--- src/rtl/tile_sequencer.sv ---
// tile_sequencer: walks a framebuffer tile by tile, alternating raster and tile-writer starts.
// Ports:
//   gpu_clk, gpu_rst       clock, asynchronous active-high reset
//   start, abort           begin a frame / stop issuing tiles and drain
//   cfg_base, cfg_stride   frame base address and row pitch (bytes), latched on accepted start
//   cfg_tiles_x/y          frame size in tiles, latched on accepted start
//   raster_busy            raster_controller is busy
//   writer_reading         tile_writer is still reading tile RAM
//   writer_flushed         tile_writer FIFO fully drained to SDRAM
//   tile_start, tile_x/y   raster pulse with the tile coordinates
//   write_start            writer pulse with write_addr, write_stride
//   busy, done, aborted    frame status
//   tiles_written          write_start pulses issued in this frame
module tile_sequencer #(
   parameter int TILE_DIM = 32,
   parameter int BPP      = 2,
   parameter int TCW      = 8
) (
   input  logic             gpu_clk,
   input  logic             gpu_rst,
   input  logic             start,
   input  logic             abort,
   input  logic [31:0]      cfg_base,
   input  logic [15:0]      cfg_stride,
   input  logic [TCW-1:0]   cfg_tiles_x,
   input  logic [TCW-1:0]   cfg_tiles_y,
   input  logic             raster_busy,
   input  logic             writer_reading,
   input  logic             writer_flushed,
   output logic             tile_start,
   output logic [TCW-1:0]   tile_x,
   output logic [TCW-1:0]   tile_y,
   output logic             write_start,
   output logic [31:0]      write_addr,
   output logic [15:0]      write_stride,
   output logic             busy,
   output logic             done,
   output logic             aborted,
   output logic [2*TCW-1:0] tiles_written
);
   typedef enum logic [2:0] {IDLE, R_ISSUE, R_ARM, R_WAIT, W_ISSUE, W_ARM, FLUSH, DONE} state_t;
   localparam int          TSH   = $clog2(TILE_DIM);
   localparam logic [31:0] TSTEP = 32'(TILE_DIM * BPP);
   state_t         state;
   logic [31:0]    row_base, col_addr, row_step;
   logic [TCW-1:0] tiles_x, tiles_y, tx, ty;
   logic           abort_pending, last, stop, row_end;
   // write_stride doubles as the latched stride; TILE_DIM*stride is a pure shift
   assign row_step = {16'b0, write_stride} << TSH;
   // an abort takes effect in the very cycle it is sampled
   assign stop     = abort | abort_pending;
   assign row_end  = tx == tiles_x - 1'b1;
   always_ff @(posedge gpu_clk or posedge gpu_rst) begin
      if (gpu_rst) begin
         state         <= IDLE;
         row_base      <= '0;
         col_addr      <= '0;
         tiles_x       <= '0;
         tiles_y       <= '0;
         tx            <= '0;
         ty            <= '0;
         abort_pending <= 1'b0;
         last          <= 1'b0;
         tile_start    <= 1'b0;
         tile_x        <= '0;
         tile_y        <= '0;
         write_start   <= 1'b0;
         write_addr    <= '0;
         write_stride  <= '0;
         busy          <= 1'b0;
         done          <= 1'b0;
         aborted       <= 1'b0;
         tiles_written <= '0;
      end else begin
         tile_start  <= 1'b0;
         write_start <= 1'b0;
         done        <= 1'b0;
         if (abort && state != IDLE) abort_pending <= 1'b1;
         case (state)
            IDLE: if (start) begin
               write_stride  <= cfg_stride;
               tiles_x       <= cfg_tiles_x;
               tiles_y       <= cfg_tiles_y;
               busy          <= 1'b1;
               tiles_written <= '0;
               aborted       <= 1'b0;
               abort_pending <= 1'b0;
               row_base      <= cfg_base;
               col_addr      <= cfg_base;
               tx            <= '0;
               ty            <= '0;
               state         <= (cfg_tiles_x == '0 || cfg_tiles_y == '0) ? DONE : R_ISSUE;
            end
            R_ISSUE: if (!raster_busy) begin
               if (stop) state <= FLUSH;
               else begin
                  tile_start <= 1'b1;
                  tile_x     <= tx;
                  tile_y     <= ty;
                  state      <= R_ARM;
               end
            end
            // raster_busy may lag tile_start by a cycle
            R_ARM:  state <= R_WAIT;
            // a tile aborted mid-raster is allowed to finish but is never written
            R_WAIT: if (!raster_busy) state <= stop ? FLUSH : W_ISSUE;
            W_ISSUE: begin
               if (stop) begin
                  if (!raster_busy) state <= FLUSH;
               end else if (!writer_reading && !raster_busy) begin
                  write_start   <= 1'b1;
                  write_addr    <= col_addr;
                  tiles_written <= tiles_written + 1'b1;
                  last          <= row_end && ty == tiles_y - 1'b1;
                  if (row_end) begin
                     tx       <= '0;
                     ty       <= ty + 1'b1;
                     row_base <= row_base + row_step;
                     col_addr <= row_base + row_step;
                  end else begin
                     tx       <= tx + 1'b1;
                     col_addr <= col_addr + TSTEP;
                  end
                  state <= W_ARM;
               end
            end
            // the next raster overlaps the writer draining this tile
            W_ARM:  state <= last ? FLUSH : R_ISSUE;
            FLUSH:  if (writer_flushed && !writer_reading) state <= DONE;
            DONE: begin
               done          <= 1'b1;
               busy          <= 1'b0;
               aborted       <= abort_pending;
               abort_pending <= 1'b0;
               state         <= IDLE;
            end
            default: state <= IDLE;
         endcase
      end
   end
endmodule
--- config.mk ---
export PLATFORM = sky130hd
export DESIGN_NAME = tile_sequencer
export DESIGN_NICKNAME = d
export VERILOG_FILES = /design/src/rtl/tile_sequencer.sv
export SDC_FILE = /design/constraint.sdc
export NUM_CORES = 1
export LEC_CHECK = 0
export ABC_AREA = 1
export BUFFER_PORTS_ARGS = -buffer_cell sky130_fd_sc_hd__buf_2
export CAP_MARGIN = 20
export CORE_ASPECT_RATIO = 1.5
export CORE_MARGIN = 2
export CORE_UTILIZATION = 35
export CTS_CLUSTER_DIAMETER = 200
export DETAILED_ROUTE_END_ITERATION = 10
export PLACE_DENSITY = 0.5
export SLEW_MARGIN = 15
export SYNTH_ARGS = -nofsm -noshare
export SYNTH_HDL_FRONTEND = slang
export SYNTH_SLANG_ARGS = --single-unit
--- constraint.sdc ---
create_clock -name gpu_clk -period 8.6 [get_ports gpu_clk]
set_input_delay 2.58 -clock gpu_clk [delete_from_list [all_inputs] [get_ports gpu_clk]]
set_output_delay 2.58 -clock gpu_clk [all_outputs]
set_load 0.05 [all_outputs]
==> out/results.ini <==
[setup_path]
critPathMaxStageDelay_ns=0.50
critPathMaxFanout=52
worst_path_most_repeated_cell=nor2_1
r2r_setup_slack_ns=5.43
cp.arrival_ns=4.68
r2r_start=tiles_x[0]
crit_path_top_delay_cell=inv_2
cp_num_buf_inv=3
worstReg2RegEnd=ty[6]
worst-setup-path-type=primary input to register
critPathTopFamily=simple AND/OR/NAND/NOR gates
crit_path_end_kind=register
start_kind=primary input
required_ns=8.92
r2r_cells=12
path_cells=buf_2 -> nor2_1 -> inv_1 -> nand2_2 -> nand2_2 -> nor2_8 -> inv_2 -> nor2_1 -> xor2_1 -> nor2_1

[sta]
holdWs_ns=0.477
skew_ns=0.0168
setup_violations=0
fin_crit_sh_pct=50.8
worst_pin_slew_ns=1.00
fmax_mhz=229
layout_setup_ws_ns=4.23
tns_ns=0
rsz0062_at_grt=no
drv_slew=0
slew_headroom_pct=32.9
hold_viol_final=0
fin_crit_ns=4.37

[logic_synthesis]
netlist_area_mm2=0.0112
synth_cells=1611
synth_seq_area_share_pct=41.4
async_flop_share_pct=100
synthFlopType=dfrtp_1
ys_ff_latch=186
yosysWarningCount=0
synth_commonest_cells=nand2_1 (581), inv_1 (204), dfrtp_1 (186)
synth_compound_area_share_pct=9.68
yosys.area.top_type=dfrtp_1
synth_cell_types=44
synthSimpleGateAreaFrac_pct=33.4
syn_area_per_cell_um2=6.98
synth_top_family_by_area=simple AND/OR/NAND/NOR gates
synth_top_area_share_pct=41.4
syn-num-nets=1705
yosysMostFrequentCell=nand2_1
synth-edff-count=0
synth.area.top_cells=dfrtp_1 (41%), nand2_1 (19%), inv_1 (6.8%)
synth_xor_area_share_pct=3.58
synth_adder_area_share_pct=2.63
muxShareOfSynthArea_pct=0

[place]
pre_cts_ws_ns=3.77
hpwlAfterDp_mm=27.7
gp_congestion=0.928
io_buffers=155

[route]
drt.antenna.violating_nets=0
viasPerCell=4.93
num_vias=10700
drc=0
drt_iter0_drc=610
routed_wl_mm=36.9
dr.pass1.iters=5
wire_per_inst_um=17.0

[hold_path]
min_from=row_base[1]
holdPathEnd=row_base[1]
min_path_type=register to register
min_path_cells=2

[die]
fp.dieArea_mm2=0.0336
core_area_mm2=0.0317
rows=80
die_h_um=223
start_util_pct=35.4
dieWidth_um=150
ioPinCount=156

[power]
power_switching_mw=2.52
p_sw_share_pct=51.0
leakagePower_nw=6.94
p_clk_share_pct=17.4
seq_power_share_pct=31.3
power_density_mw_per_mm2=382
max-vdd-ir-drop_mv=0.160
internal-power_mw=2.42
p_comb_share_pct=51.3

[clocking]
clk_latency_ns=0.47
cts_tree=yes
cts.repair.resized=0
htreeDepth=4
cts.sinks=186
post-cts-setup-buffers=0
path_clk_slew_ns=0.07
cts_root_buf=clkbuf_16
numCtsBuffers=17
clock_path_buffers=2
holdBufCountCts=0

[cells_and_area]
n_antenna_cell=0
area_growth_pct=15.3
fin_nets=1838
drive_gt1_share_pct=13.1

[run]
maxCapViolCount=0

[global_route]
grt_pass1_wl_mm=57.4
grt.overflow.total=0
grt_max_degree=122
antenna_found_initial=0
grt_pass1_vias=10500
grt_use_total_pct=22.6

[status]
status=completed

[worst register-to-register path: stages, from the launching register on]
cell	delay, ns
dfrtp_1	0.41
inv_1	0.17
ha_1	0.30
nand2_2	0.12
nor2_1	0.10
nand2_1	0.06
nand2_1	0.11
nand3_2	0.11
nor2_4	0.65
nand2_4	0.16
nand2_4	0.57
nand4_1	0.20
o21ai_0	0.12
[cell type report]
cell class / instances / area [um2]
clock buffer: 20 / 457
clock inverter: 12 / 161
fill: 3357 / 18800
inverter: 211 / 800
multi-input combinational: 1167 / 5550
sequential: 186 / 4650
tap: 410 / 513
timing repair buffer: 161 / 821
[layer usage]
metal / routed length (um) / global-route usage [%]
met5: 0 / 0
met3: 1480 / 3.39
met1: 14900 / 26.3
met4: 1730 / 11.6
met2: 18800 / 39.8
[cells in the final DEF, fill, tap and decap left out, types with 4 or more instances in the layout]
cell	Yosys	layout
a21oi_1	57	57
nor4_1	9	9
nor2_1	138	137
o211ai_1	7	7
o21ai_1	10	10
xnor2_1	11	11
dfrtp_1	186	186
a22oi_1	6	6
nand2_2	7	7
nand4_1	21	21
a21boi_1	5	5
o21ai_2	5	5
inv_2	7	7
nand3b_1	8	8
nand2_1	581	581
xor2_1	35	35
nor2_2	4	4
buf_4	2	6
inv_1	204	203
o21ai_0	95	95
nand3_1	98	98
buf_2	17	155
ha_1	22	22
nor2_4	3	4
clkbuf_16	0	17
nor3_1	19	19
[power by group through the flow]
stage	combinational, mW	sequential, mW	clock (mW)
final	2.54	1.55	0.859
after CTS	2.56	1.55	0.877
after global routing	2.83	1.59	0.912
after floorplan	1.44	1.94	0
after global placement	2.53	1.56	0
after detailed placement	2.55	1.56	0
[worst max path at each step]
stage	slack, ns	startpoint	depth (start not counted)	to
after floorplan	0.96	gpu_rst	1	abort_pending
after global placement	3.84	abort	10	tx[4]
after detailed placement	3.77	abort	10	tx[4]
after CTS	4.25	abort	10	tx[4]
after global routing	4.07	abort	10	tx[4]
final	4.23	abort	10	tx[4]
[logic make-up (layout without fill, tap and decap cells)]
logic type / count (synthesis) / in the layout
xor+xnor: 46 / 46
fa+ha+maj: 23 / 23
buf+inv: 258 / 404
compound gates: 197 / 197
simple gates: 901 / 901
flops: 186 / 186
[registers in the layout (all words and copies together) (netlist names)]
| signal | cells |
|---|---|
| state | 3 |
| col_addr | 32 |
| write_stride | 16 |
| write_start | 1 |
| tiles_written | 16 |
| tx | 8 |
| done | 1 |
| tiles_x | 8 |
| aborted | 1 |
| ty | 8 |
| row_base | 32 |
| last | 1 |
| tiles_y | 8 |
| tile_y | 8 |
| abort_pending | 1 |
| write_addr | 32 |
| tile_start | 1 |
| tile_x | 8 |
| busy | 1 |
[stage by stage]
| stage | area (um2) | instances | util [%] | power [mW] |
|---|---|---|---|---|
| 2_1_floorplan | 11200 | 1611 | - | 3.38 |
| 3_3_place_gp | 12300 | 2135 | 38.9 | 4.09 |
| 3_5_place_dp | 12300 | 2135 | 38.9 | 4.11 |
| 4_1_cts | 13000 | 2167 | 40.8 | 4.99 |
| 5_1_grt | 13000 | 2167 | 40.8 | 5.33 |
| 6_report | 13000 | 2167 | 40.8 | 4.94 |
Note: power is estimated with default switching activity, not from simulation.
